[config.mk]
export PLATFORM = sky130hd
export DESIGN_NAME = mac_sequencer
export DESIGN_NICKNAME = d
export VERILOG_FILES = /design/src/rtl/mac_sequencer.sv
export SDC_FILE = /design/constraint.sdc
export NUM_CORES = 1
export LEC_CHECK = 0
export CORE_ASPECT_RATIO = 1.1
export CORE_UTILIZATION = 25
export CTS_CLUSTER_SIZE = 40
export DETAILED_ROUTE_END_ITERATION = 6
export PLACE_DENSITY_LB_ADDON = 0.25
export SLEW_MARGIN = 20
export SYNTH_ARGS = -nofsm -noshare
export SYNTH_HDL_FRONTEND = slang
export SYNTH_SLANG_ARGS = --single-unit
[constraint.sdc]
create_clock -name clk -period 5.62 [get_ports clk]
set_clock_uncertainty 0.2 [all_clocks]
set_input_delay 0.562 -clock clk [delete_from_list [all_inputs] [get_ports clk]]
set_output_delay 0.562 -clock clk [all_outputs]
set_load 0.01 [all_outputs]
[src/rtl/mac_sequencer.sv]
// mac_sequencer: serial shift-and-add multiply-accumulate for the MACI
// instruction. Holds the PC while the product is built, then strobes the
// register-file write with the truncated, wrapped accumulate result.
module mac_sequencer #(
    parameter int WIDTH = 8,
    parameter int FRAC  = 7
) (
    input  logic             clk,
    input  logic             reset,
    input  logic             start,
    input  logic [WIDTH-1:0] op_a,
    input  logic [WIDTH-1:0] op_b,
    input  logic [WIDTH-1:0] acc_in,
    output logic             stall,
    output logic             busy,
    output logic             done,
    output logic [WIDTH-1:0] result,
    output logic             ovf
);

    localparam int CW = (WIDTH > 1) ? $clog2(WIDTH) : 1;
    localparam int PW = 2 * WIDTH;

    typedef enum logic [1:0] {
        IDLE = 2'd0,
        MUL  = 2'd1,
        ACC  = 2'd2,
        DONE = 2'd3
    } state_t;

    state_t           state;
    state_t           next_state;
    logic [CW-1:0]    count;
    logic [PW-1:0]    product;
    logic [WIDTH-1:0] a_reg;
    logic [WIDTH-1:0] b_reg;
    logic [WIDTH-1:0] acc_reg;
    logic             accept;
    logic             last_bit;
    logic [PW-1:0]    shifted_a;
    logic [PW-1:0]    product_next;
    logic [WIDTH-1:0] slice;
    logic [WIDTH-1:0] sum;
    logic             sum_ovf;

    // State register; reset returns the sequencer to IDLE.
    always_ff @(posedge clk) begin
        if (reset) begin
            state <= IDLE;
        end else begin
            state <= next_state;
        end
    end

    // Next-state logic plus the combinational handshake outputs.
    always_comb begin
        next_state = state;
        accept     = 1'b0;
        stall      = 1'b0;
        busy       = 1'b0;
        done       = 1'b0;
        last_bit   = (count == CW'(WIDTH - 1));
        case (state)
            IDLE: begin
                accept = start;
                stall  = start;
                if (start) begin
                    next_state = MUL;
                end
            end
            MUL: begin
                stall = 1'b1;
                busy  = 1'b1;
                if (last_bit) begin
                    next_state = ACC;
                end
            end
            ACC: begin
                stall      = 1'b1;
                busy       = 1'b1;
                next_state = DONE;
            end
            DONE: begin
                done       = 1'b1;
                accept     = start;
                next_state = start ? MUL : IDLE;
            end
            default: begin
                next_state = IDLE;
            end
        endcase
        if (reset) begin
            stall  = 1'b0;
            accept = 1'b0;
        end
    end

    // Multiplier step and accumulate datapath; the sign bit of op_b carries
    // negative weight, so that step subtracts instead of adds.
    always_comb begin
        shifted_a    = {{WIDTH{a_reg[WIDTH-1]}}, a_reg} << count;
        product_next = product;
        if (b_reg[count]) begin
            if (last_bit) begin
                product_next = product - shifted_a;
            end else begin
                product_next = product + shifted_a;
            end
        end
        slice   = product[FRAC +: WIDTH];
        sum     = acc_reg + slice;
        sum_ovf = (acc_reg[WIDTH-1] == slice[WIDTH-1]) &&
                  (sum[WIDTH-1] != acc_reg[WIDTH-1]);
    end

    // Operand capture, serial product accumulation and result registers.
    always_ff @(posedge clk) begin
        if (reset) begin
            count   <= '0;
            product <= '0;
            a_reg   <= '0;
            b_reg   <= '0;
            acc_reg <= '0;
            result  <= '0;
            ovf     <= 1'b0;
        end else begin
            if (accept) begin
                a_reg   <= op_a;
                b_reg   <= op_b;
                acc_reg <= acc_in;
                product <= '0;
                count   <= '0;
            end else if (state == MUL) begin
                product <= product_next;
                count   <= count + CW'(1);
            end
            if (state == ACC) begin
                result <= sum;
                ovf    <= sum_ovf;
            end
        end
    end

endmodule
==> reports/qor.csv, run 1 <==
metric;value;unit
status;finished, final reports clean;
Largest register FFs;15;
post-cts sizing count;0;
mapped cell area;0.00350;mm^2
FF-to-FF path depth;17;
Syn Area/Cell;8.82;um^2
PD cells;501;mW/mm^2
Hold Path Depth;2;
Tmin final;4.64;ns
CORE AREA;0.0137;mm^2
router iterations before antenna repair;5;
final wirelength;7730;um
Hold Path End;product[3];
Syn Nets;455;
layout cell share with drive strength beyond 1;0.0610;
Cells after Synth;397;
leakage;1.63;nW
vias in the first global route;2528;
Tcrit/Tclk final;0.826;
CTS tree;done;
first-pass GRT wire length;12700;um
Largest Register;product;
hold_buf cts;0;
WHS;0.270;ns
die width;115;um
async set-reset flop share out of synthesis;0;
RSZ-0062 raised after global routing;no;
grt total ovfl;0;
die height;126;um
Post-CTS Setup Inserts;0;
Max VDD drop;185;uV
leading area contributor after synthesis;dfxtp_1;
CTS Buf Count;5;
IO Pins;39;
drt wl/cell;12.6;um
Final Hold Violating Endpoints;0;
Initial Util;0.255;
CP Launch Type;flip-flop;
Synth Register Bits;53;
cell row count;45;
Post-Place Setup Slack;1.00;ns
PortBufs;38;
Worst Path Buf+Inv;1;
deepest clock path buffer count;2;
Req. time, crit path;5.63;ns
DRT antenna net count;0;
CP cell instances;buf_4 -> mux2i_1 -> and2_1 -> a211oi_1 -> nor2_1 -> a21oi_1 -> xnor2_1 -> ha_1 -> nor3_1 -> nor2_1 -> a31oi_1 -> o21bai_1 -> a2111oi_0 -> o31ai_1 -> xnor2_1 -> or3_1 -> a21oi_1;
top-area cell type share of the netlist area;0.303;
top cell family by delay on the critical path;compound AO/OA/AOI/OAI gates;
Syn-to-layout area delta;19.6;%
Clock H-tree levels;2;
Post-synth EDFFs;0;
end of the worst register-to-register path;product[14];
Post-Layout Inst Area;0.00419;mm^2
Setup CP Type;reg2reg;
r2r setup slk;0.98;ns
Final Power;2.10;mW
Num Clock Sinks;53;
Hold Path Class;reg2reg;
crit path DAT;4.65;ns
area of the die;0.0145;mm^2
Max-Cap Viols;0;
CP max stage cell;dfxtp_1;
vias per std cell;4.57;
initial DRC count;81;
largest net degree at the start of global routing;26;
Setup Total Neg Slack;0;ns
total track usage;0.109;
dominant synthesized flop cell;dfxtp_1;
antenna violations before repair;0;
Nets;484;
fillers;1494;
Final Max Tran Viols;0;
clock root cell;clkbuf_16;
Area after DPL;0.00405;mm^2
CP Max Fanout;17;
worst rel slew slack;0.444;
FMAX;216;MHz
top cells by area, synth;dfxtp_1, ha_1, mux2i_1, a22o_1, nor2_1;
DP HPWL;5980;um
dpl cells;607;
n_diodes;0;
Tightest Pin Transition;0.833;ns
placer congestion estimate;0.788;
hold_sp;product[3];
DR vias;2809;
setup ws final;0.980;ns
register area share after synthesis;0.303;
Clk pin slew, worst setup/hold paths;0.07;ns
DRC viols;0;
fin util;0.305;
worst skew pair latency;0.29;ns
Ys Warns;0;
Final setup viols;0;
count of cell types in the netlist;49;
reg2reg start;count[1];
Max stage delay on crit path;0.52;ns
crit end category;flip-flop;
Post-Layout Cell Count;614;
## tightest hold or removal path, delay by kind of cell, from the launching register on
family / cells / cell delay (ns)
AO/OA/AOI/OAI: 1 / 0.05
AND/OR/NAND/NOR: 1 / 0.06
flip-flops: 1 / 0.32
## placed cells by master (no fill, tap or decap), drive strengths merged, types with 2 or more instances in the layout
cell type / count
dfxtp: 53
nor2: 51
clkdlybuf4s50: 38
a21oi: 38
ha: 29
a22o: 23
mux2i: 21
xnor2: 19
inv: 19
nand2: 16
xor2: 14
o21ai: 11
nor3: 8
nand3: 7
a211oi: 7
a31oi: 7
mux4: 6
nor2b: 5
o21bai: 5
clkbuf: 5
nand2b: 4
o21a: 4
or3: 4
buf: 4
a21o: 3
o31ai: 3
or2: 3
o211ai: 2
and2: 2
fa: 2
## cell type report
| class | count | area [um^2] | area share |
|---|---|---|---|
| clock buffer | 5 | 125 | 0.0299 |
| clock inverter | 2 | 13.8 | 0.00329 |
| inverter | 18 | 67.6 | 0.0161 |
| multi-input combinational | 306 | 2280 | 0.543 |
| sequential | 53 | 1060 | 0.253 |
| tap | 188 | 235 | 0.0562 |
| timing repair buffer | 42 | 410 | 0.0980 |
## worst max path at each step
| stage | slack [ns] | end | from | cells past startpoint |
|---|---|---|---|---|
| 2_1_floorplan | 1.65 | product[14] | count[2] | 19 |
| 3_3_place_gp | 1.08 | product[14] | count[1] | 17 |
| 3_5_place_dp | 1.00 | product[14] | count[1] | 17 |
| 4_1_cts | 0.99 | product[14] | count[1] | 17 |
| 5_1_grt | 0.67 | product[14] | count[1] | 17 |
| 6_report | 0.98 | product[14] | count[1] | 17 |
## logic make-up (layout without fill, tap and decap cells)
logic type      after synthesis  after routing  synth area share
xor+xnor                     33             33            0.0825
buf+inv                      38             67            0.0472
fa+ha+maj                    31             31             0.115
compound gates              110            110             0.215
mux                          28             28             0.102
flops                        53             53             0.303
simple gates                104            104             0.135
## cells in the mapped netlist, types with 4 or more instances
cell,instances
inv_1,16
mux2i_1,21
nor2_1,51
nand2b_1,4
o21a_1,4
a31oi_1,6
nand2_1,16
xnor2_1,19
or3_1,4
o21ai_1,7
dfxtp_1,53
nor2b_1,5
a21oi_1,35
a211oi_1,7
nand3_1,7
nor3_1,8
a22o_1,23
o21ai_0,4
xor2_1,14
ha_1,29
clkbuf_1,12
o21bai_1,5
mux4_2,6
## power breakdown
group          internal (mW)  total, mW  switching, mW
clock                  0.164      0.307          0.143
combinational          0.590       1.27          0.682
sequential             0.447      0.519         0.0715
total                   1.20       2.10          0.896
## metal layers
metal	vias up	share of wire	global-route usage
li1	1484	-	-
met1	1275	0.53	0.157
met2	48	0.44	0.169
met3	2	0.023	0.0168
met4	0	0.0063	0.0237
met5	-	0	0
(Power assumes the default switching activity.)
==> inputs of run 2 (changes only) <==
==> constraint.sdc (replaced) <==
create_clock -name clk -period 4.14 [get_ports clk]
set_clock_uncertainty 0.2 [all_clocks]
set_input_delay 0.414 -clock clk [delete_from_list [all_inputs] [get_ports clk]]
set_output_delay 0.414 -clock clk [all_outputs]
set_load 0.01 [all_outputs]
==> run 2 against run 1 <==
Die area did not move. First-iteration DRC count rose by 31%. Highest routed layer unchanged. Core utilization rose by 1.3 points. Non-clock buffer count rose by 17. Critical path type unchanged.
==> reports/qor.csv, run 2 (synthesis results as in run 1) <==
metric;value;unit;change
status;finished, final reports clean;;
DP HPWL;6220;um;+4.0%
CP Launch Type;flip-flop;;
FMAX;265;MHz;+23%
top cell family by delay on the critical path;compound AO/OA/AOI/OAI gates;;
router iterations before antenna repair;4;;-1
NetSw;1.25;mW;+39%
PortBufs;38;;unchanged
Setup CP Type;reg2reg;;
Tcrit/Tclk final;0.912;;+0.0863
P_int;1.77;mW;+47%
most used cell, CP;a21oi_1;;
CP max stage cell;mux4_2;;
Post-CTS Setup Inserts;0;;unchanged
Final setup viols;0;;unchanged
Final Power;3.01;mW;+44%
CP cell instances;mux4_2 -> a22o_1 -> a21oi_2 -> a21oi_1 -> xor2_1 -> ha_1 -> nor3_1 -> o21ai_1 -> a31oi_1 -> o21bai_1 -> a2111oi_2 -> o31ai_1 -> xnor2_1 -> or3_1 -> a21oi_1;;
Num Clock Sinks;53;;unchanged
IO Pins;39;;unchanged
Syn-to-layout area delta;24.7;%;
die width;115;um;unchanged
DRC viols;0;;unchanged
Largest register FFs;15;;unchanged
placer congestion estimate;0.818;;+3.8%
antenna violations before repair;0;;unchanged
Post-Place Setup Slack;-0.102;ns;-1.11 ns
largest net degree at the start of global routing;25;;-3.8%
most common cell after layout, fill and taps aside;nor2_1;;
Req. time, crit path;4.16;ns;-1.47 ns
n_diodes;0;;unchanged
DR vias;2929;;+4.3%
vias per std cell;4.63;;+1.3%
total track usage;0.112;;+0.00366
Nets;501;;+3.5%
CTS tree;done;;
leakage;1.72;nW;+5.8%
hold_buf cts;0;;unchanged
met3 Use GR;0.0183;;+0.00144
Most Crowded Layer GR;met2;;
CORE AREA;0.0137;mm^2;unchanged
RSZ-0062 raised after global routing;no;;
CP Max Fanout;7;;-10
first-pass GRT wire length;13100;um;+3.3%
worst rel slew slack;0.443;;-0.00123
crit path DAT;3.80;ns;-0.85 ns
grt total ovfl;0;;unchanged
worst skew pair latency;0.30;ns;about the same
PD cells;690;mW/mm^2;+38%
CTS Buf Count;5;;unchanged
cell row count;45;;unchanged
Clk pin slew, worst setup/hold paths;0.08;ns;about the same
final wirelength;7860;um;+1.7%
Max-Cap Viols;0;;unchanged
most frequent cells in the layout;nor2_1, dfxtp_1, clkdlybuf4s50_1;;
Clk pwr share;0.146;;about the same
Largest Register;product;;
die height;126;um;unchanged
combinational power share;0.623;;+0.016
Flop pwr share;0.231;;-0.016
layout cell share with drive strength beyond 1;0.117;;+0.0561
drt wl/cell;12.4;um;-1.2%
area of the die;0.0145;mm^2;unchanged
Clock H-tree levels;2;;unchanged
initial DRC count;106;;+31%
Final Max Tran Viols;0;;unchanged
Tmin final;3.78;ns;-0.865 ns
clock root cell;clkbuf_16;;
Max stage delay on crit path;0.52;ns;about the same
deepest clock path buffer count;2;;unchanged
Final Hold Violating Endpoints;0;;unchanged
Tightest Pin Transition;0.833;ns;-0.000169 ns
fillers;1466;;-1.9%
met2 Resource Use GR;0.187;;+0.0188
Sw Share;0.414;;-0.0135
crit end category;flip-flop;;
setup ws final;0.365;ns;-0.615 ns
Hold Path Class;reg2reg;;
DRT antenna net count;0;;unchanged
vias in the first global route;2731;;+8.0%
Max VDD drop;262;uV;+42%
GR met1 Demand/Resource;0.146;;-0.0110
Initial Util;0.255;;unchanged
Worst Path Buf+Inv;0;;-1
run 2: cell count changes in the layout (fill, tap and decap cells not counted), sizes merged:
| cell | before | now |
|---|---|---|
| buf | 4 | 21 |
| clkbuf | 5 | 6 |
| clkinv | 1 | 0 |
| clkinvlp | 0 | 1 |
run 2: path summary, 6_finish.rpt:
path,from,endpoint,slack [ns],depth (start not counted)
hold reg to reg,product[3],product[3],0.27,2
setup reg to reg,count[0],product[14],0.36,15
hold / removal,product[3],product[3],0.27,2
setup / recovery,count[0],product[14],0.36,15
run 2: cell type report:
cell class                      count  area, um^2  share of cell area
Clock buffer                        6         139              0.0318
Sequential cell                    53        1070               0.244
Timing Repair Buffer               59         542               0.124
Inverter                           18        67.6              0.0155
Multi-Input combinational cell    306        2300               0.527
Clock inverter                      2        16.3             0.00372
Tap cell                          188         235              0.0539
run 2: power groups by stage:
| stage | logic (mW) | clock network (mW) | registers, mW |
|---|---|---|---|
| 4_1_cts | 1.86 | 0.457 | 0.694 |
| 5_1_grt | 2.09 | 0.476 | 0.714 |
| 3_3_place_gp | 1.83 | 0 | 0.701 |
| 6_report | 1.87 | 0.440 | 0.696 |
| 3_5_place_dp | 1.85 | 0 | 0.705 |
| 2_1_floorplan | 1.40 | 0 | 0.678 |
run 2: worst min-delay path, stage by stage (launching register included):
cell and delay [ns]:
dfxtp_1 0.32, nand2_1 0.06, a21oi_1 0.05
run 2: routing by layer:
layer | share of wire | routed length [um]
met3 | 0.028 | 218
met4 | 0.014 | 107
met1 | 0.47 | 3710
met5 | 0 | 0
met2 | 0.49 | 3820
run 2: repair_timing:
item	in CTS	in global routing
pin swaps	0	3
endpoints found under the hold margin	0	0
resized for setup	2	9
endpoints found under the setup margin	1	3
run 2: stage by stage:
stage          std cells  utilization  setup TNS, ns  area (um^2)  hold slack, ns
2_1_floorplan        397            -              0         3500           0.236
3_3_place_gp         624        0.304              0         4180           0.256
3_5_place_dp         624        0.304         -0.102         4180           0.260
4_1_cts              632        0.316              0         4340           0.271
5_1_grt              632        0.318              0         4370           0.300
6_report             632        0.318              0         4370           0.270
==> RTL change, RTL diff (settings of run 1) <==
Set the parameter `WIDTH` to 16 (it was 8).
--- a/src/rtl/mac_sequencer.sv
+++ b/src/rtl/mac_sequencer.sv
@@ -2,7 +2,7 @@
 // instruction. Holds the PC while the product is built, then strobes the
 // register-file write with the truncated, wrapped accumulate result.
 module mac_sequencer #(
-    parameter int WIDTH = 8,
+    parameter int WIDTH = 16,
     parameter int FRAC  = 7
 ) (
     input  logic             clk,
Ports: changed (resized acc_in, op_a, op_b and result); port bits go from 39 to 71. The function was not compared with the original's and may differ.
==> RTL change against run 1 <==
  * First-iteration DRC count grew to 3.9 times the old value
  * Global-route usage is 1.9 points higher
  * Combinational power is 54% higher
  * Sequential cell count is 41 higher
  * Power is 68% higher
  * Area after synthesis is 90% higher
  * Sequential share of layout area is 2.0 points lower
  * Final area is 93% higher
  * Via count is 100% higher
  * Synthesized cell count is 92% higher
  * Worst setup slack worse by 0.44 ns
  * Wire length is 120% higher
  * Critical endpoint is now product[22]
==> RTL change: results (changes against run 1) <==
Layout
  • Number of diodes: 0 (unchanged)
  • Share of layout cells above drive strength 1: 0.0865 (+0.0254)
  • Nets: 914 (+89%)
  • Fillers: 2789 (+87%)
  • Top reg by flops: product
  • Max reg flops: 23 (+8)

Routing
  • Detailed-router iteration count before antenna repair: 5 (unchanged)
  • Met1 wire length: 8.67 mm (+110%)
  • DRT iter0 DRCs: 319 (+290%)
  • Met2 wire len: 7.72 mm (+130%)
  • Top sig layer: met4
  • Total routed wirelength: 17.1 mm (+120%)
  • Avg Vias per Cell: 4.88 (+6.6%)
  • Total length of routed met3 wires: 491 um (+170%)

Pwr
  • Maximum vdd drop: 175 uV (-5.1%)
  • Leak: 3.33 nW (+100%)

Clocking
  • Post-CTS Resized: 0 (unchanged)
  • CTS H-tree lvls: 3 (+1)
  • Setup Fix Bufs, Post-CTS: 0 (unchanged)
  • CTS Buf Count: 9 (+4)
  • Root buf cell: clkbuf_16
  • Clk_lat worst skew: 0.35 ns (+0.06 ns)
  • CTS max path bufs: 2 (unchanged)

Placed design
  • HPWL after DPL: 13.0 mm (+120%)
  • Placer Congestion: 0.857 (+8.8%)
  • Port buffer count: 70 (+84%)

Min path
  • Path type of the worst min-delay path: reg2reg
  • Hold depth: 2 (unchanged)
  • Worst Hold Path EP: result[12]
  • Hold Startpoint: result[12]

Setup path
  • CP Data Arrival Time: 5.12 ns (+0.47 ns)
  • CP startpoint: count[1]
  • Critical path's largest stage delay: 0.57 ns (+0.05 ns)
  • Kind of cell adding the most delay to the critical path: compound AO/OA/AOI/OAI gates
  • Reg-to-reg endpoint: product[22]
  • Worst Path Class, Setup: reg2reg
  • Critical Path Slowest Stage Cell: dfxtp_2
  • Worst R2R Path Depth: 18 (+1)
  • FF-to-FF setup slack: 0.54 ns (-0.44 ns)

Status
  • Status: complete, no violations

Logic synthesis
  • Post-synth net total: 859 (+89%)
  • Synth cell count leaders: dfxtp_1 (94), nor2_1 (85), nand2_1 (58), a21oi_1 (51), a22o_1 (46)
  • Ys async rst share: 0 (unchanged)
  • Yosys warnings: 0 (unchanged)
  • Synth area leaders: dfxtp_1 (28%), ha_1 (8.5%), mux4_2 (7.1%)
  • Part of the Yosys area used for sequential elements: 0.283 (-0.0199)
  • Count of different cell masters after synthesis: 66 (+35%)

STA
  • Worst slew pin tran: 0.602 ns (-0.232 ns)
  • Final min period: 5.08 ns (+0.442 ns)
  • Smallest hold slack: 0.276 ns (+0.00665 ns)
  • Final setup TNS: 0 ns (unchanged)

Global routing
  • GR Util met3: 0.0216 (+0.00471)
  • First-pass GRT wire length: 27.9 mm (+120%)
  • Met1 usage: 0.178 (+0.0206)
  • Grt met2 use: 0.202 (+0.0328)
  • Antenna violations before repair: 0 (unchanged)
  • Vias in the first global route: 5404 (+110%)
  • Largest net degree at the start of global routing: 43 (+65%)
  • Total GRT Usage: 0.127 (+0.0186)

Floorplan
  • Die Wd: 157 um (+37%)
RTL change: cell types whose count changed in the layout (fill, tap and decap cells not counted), sizes merged, moves of 16 or more:
cell and change:
a22o +23, clkdlybuf4s50 +32, dfxtp +41, ha +16, nand2 +42, nor2 +34
o21ai +23
RTL change: layout make-up:
| class | instances | area (um^2) | share of cell area |
|---|---|---|---|
| multi-input combinational | 603 | 4500 | 0.558 |
| sequential | 94 | 1880 | 0.233 |
| clock inverter | 6 | 91.3 | 0.0113 |
| clock buffer | 10 | 239 | 0.0296 |
| timing repair buffer | 88 | 836 | 0.104 |
| inverter | 20 | 75.1 | 0.00931 |
| tap | 352 | 440 | 0.0546 |
RTL change: per-stage QoR:
stage	setup WS (ns)	utilization	power (mW)	area, um^2	cells
after floorplan	0.995	-	2.37	6650	761
after global placement	0.651	0.296	2.86	7730	1157
after detailed placement	0.549	0.296	2.85	7730	1157
after CTS	0.547	0.309	3.55	8070	1173
after global routing	0.136	0.309	3.80	8070	1173
final	0.538	0.309	3.52	8070	1173
RTL change: report_power, final:
group / leakage, nW / internal (mW) / switching, mW
clock network: 0.163 / 0.405 / 0.271
registers: 0.766 / 0.780 / 0.117
logic: 2.41 / 0.876 / 1.07
RTL change: logic make-up after synthesis:
| kind of cell | Yosys count | synth area share |
|---|---|---|
| AND/OR/NAND/NOR | 231 | 0.162 |
| AO/OA/AOI/OAI | 220 | 0.231 |
| flip-flops | 94 | 0.283 |
| buffers and inverters | 64 | 0.0423 |
| multiplexers | 61 | 0.132 |
| adder cells (fa/ha/maj) | 47 | 0.0907 |
| XOR/XNOR | 44 | 0.0580 |
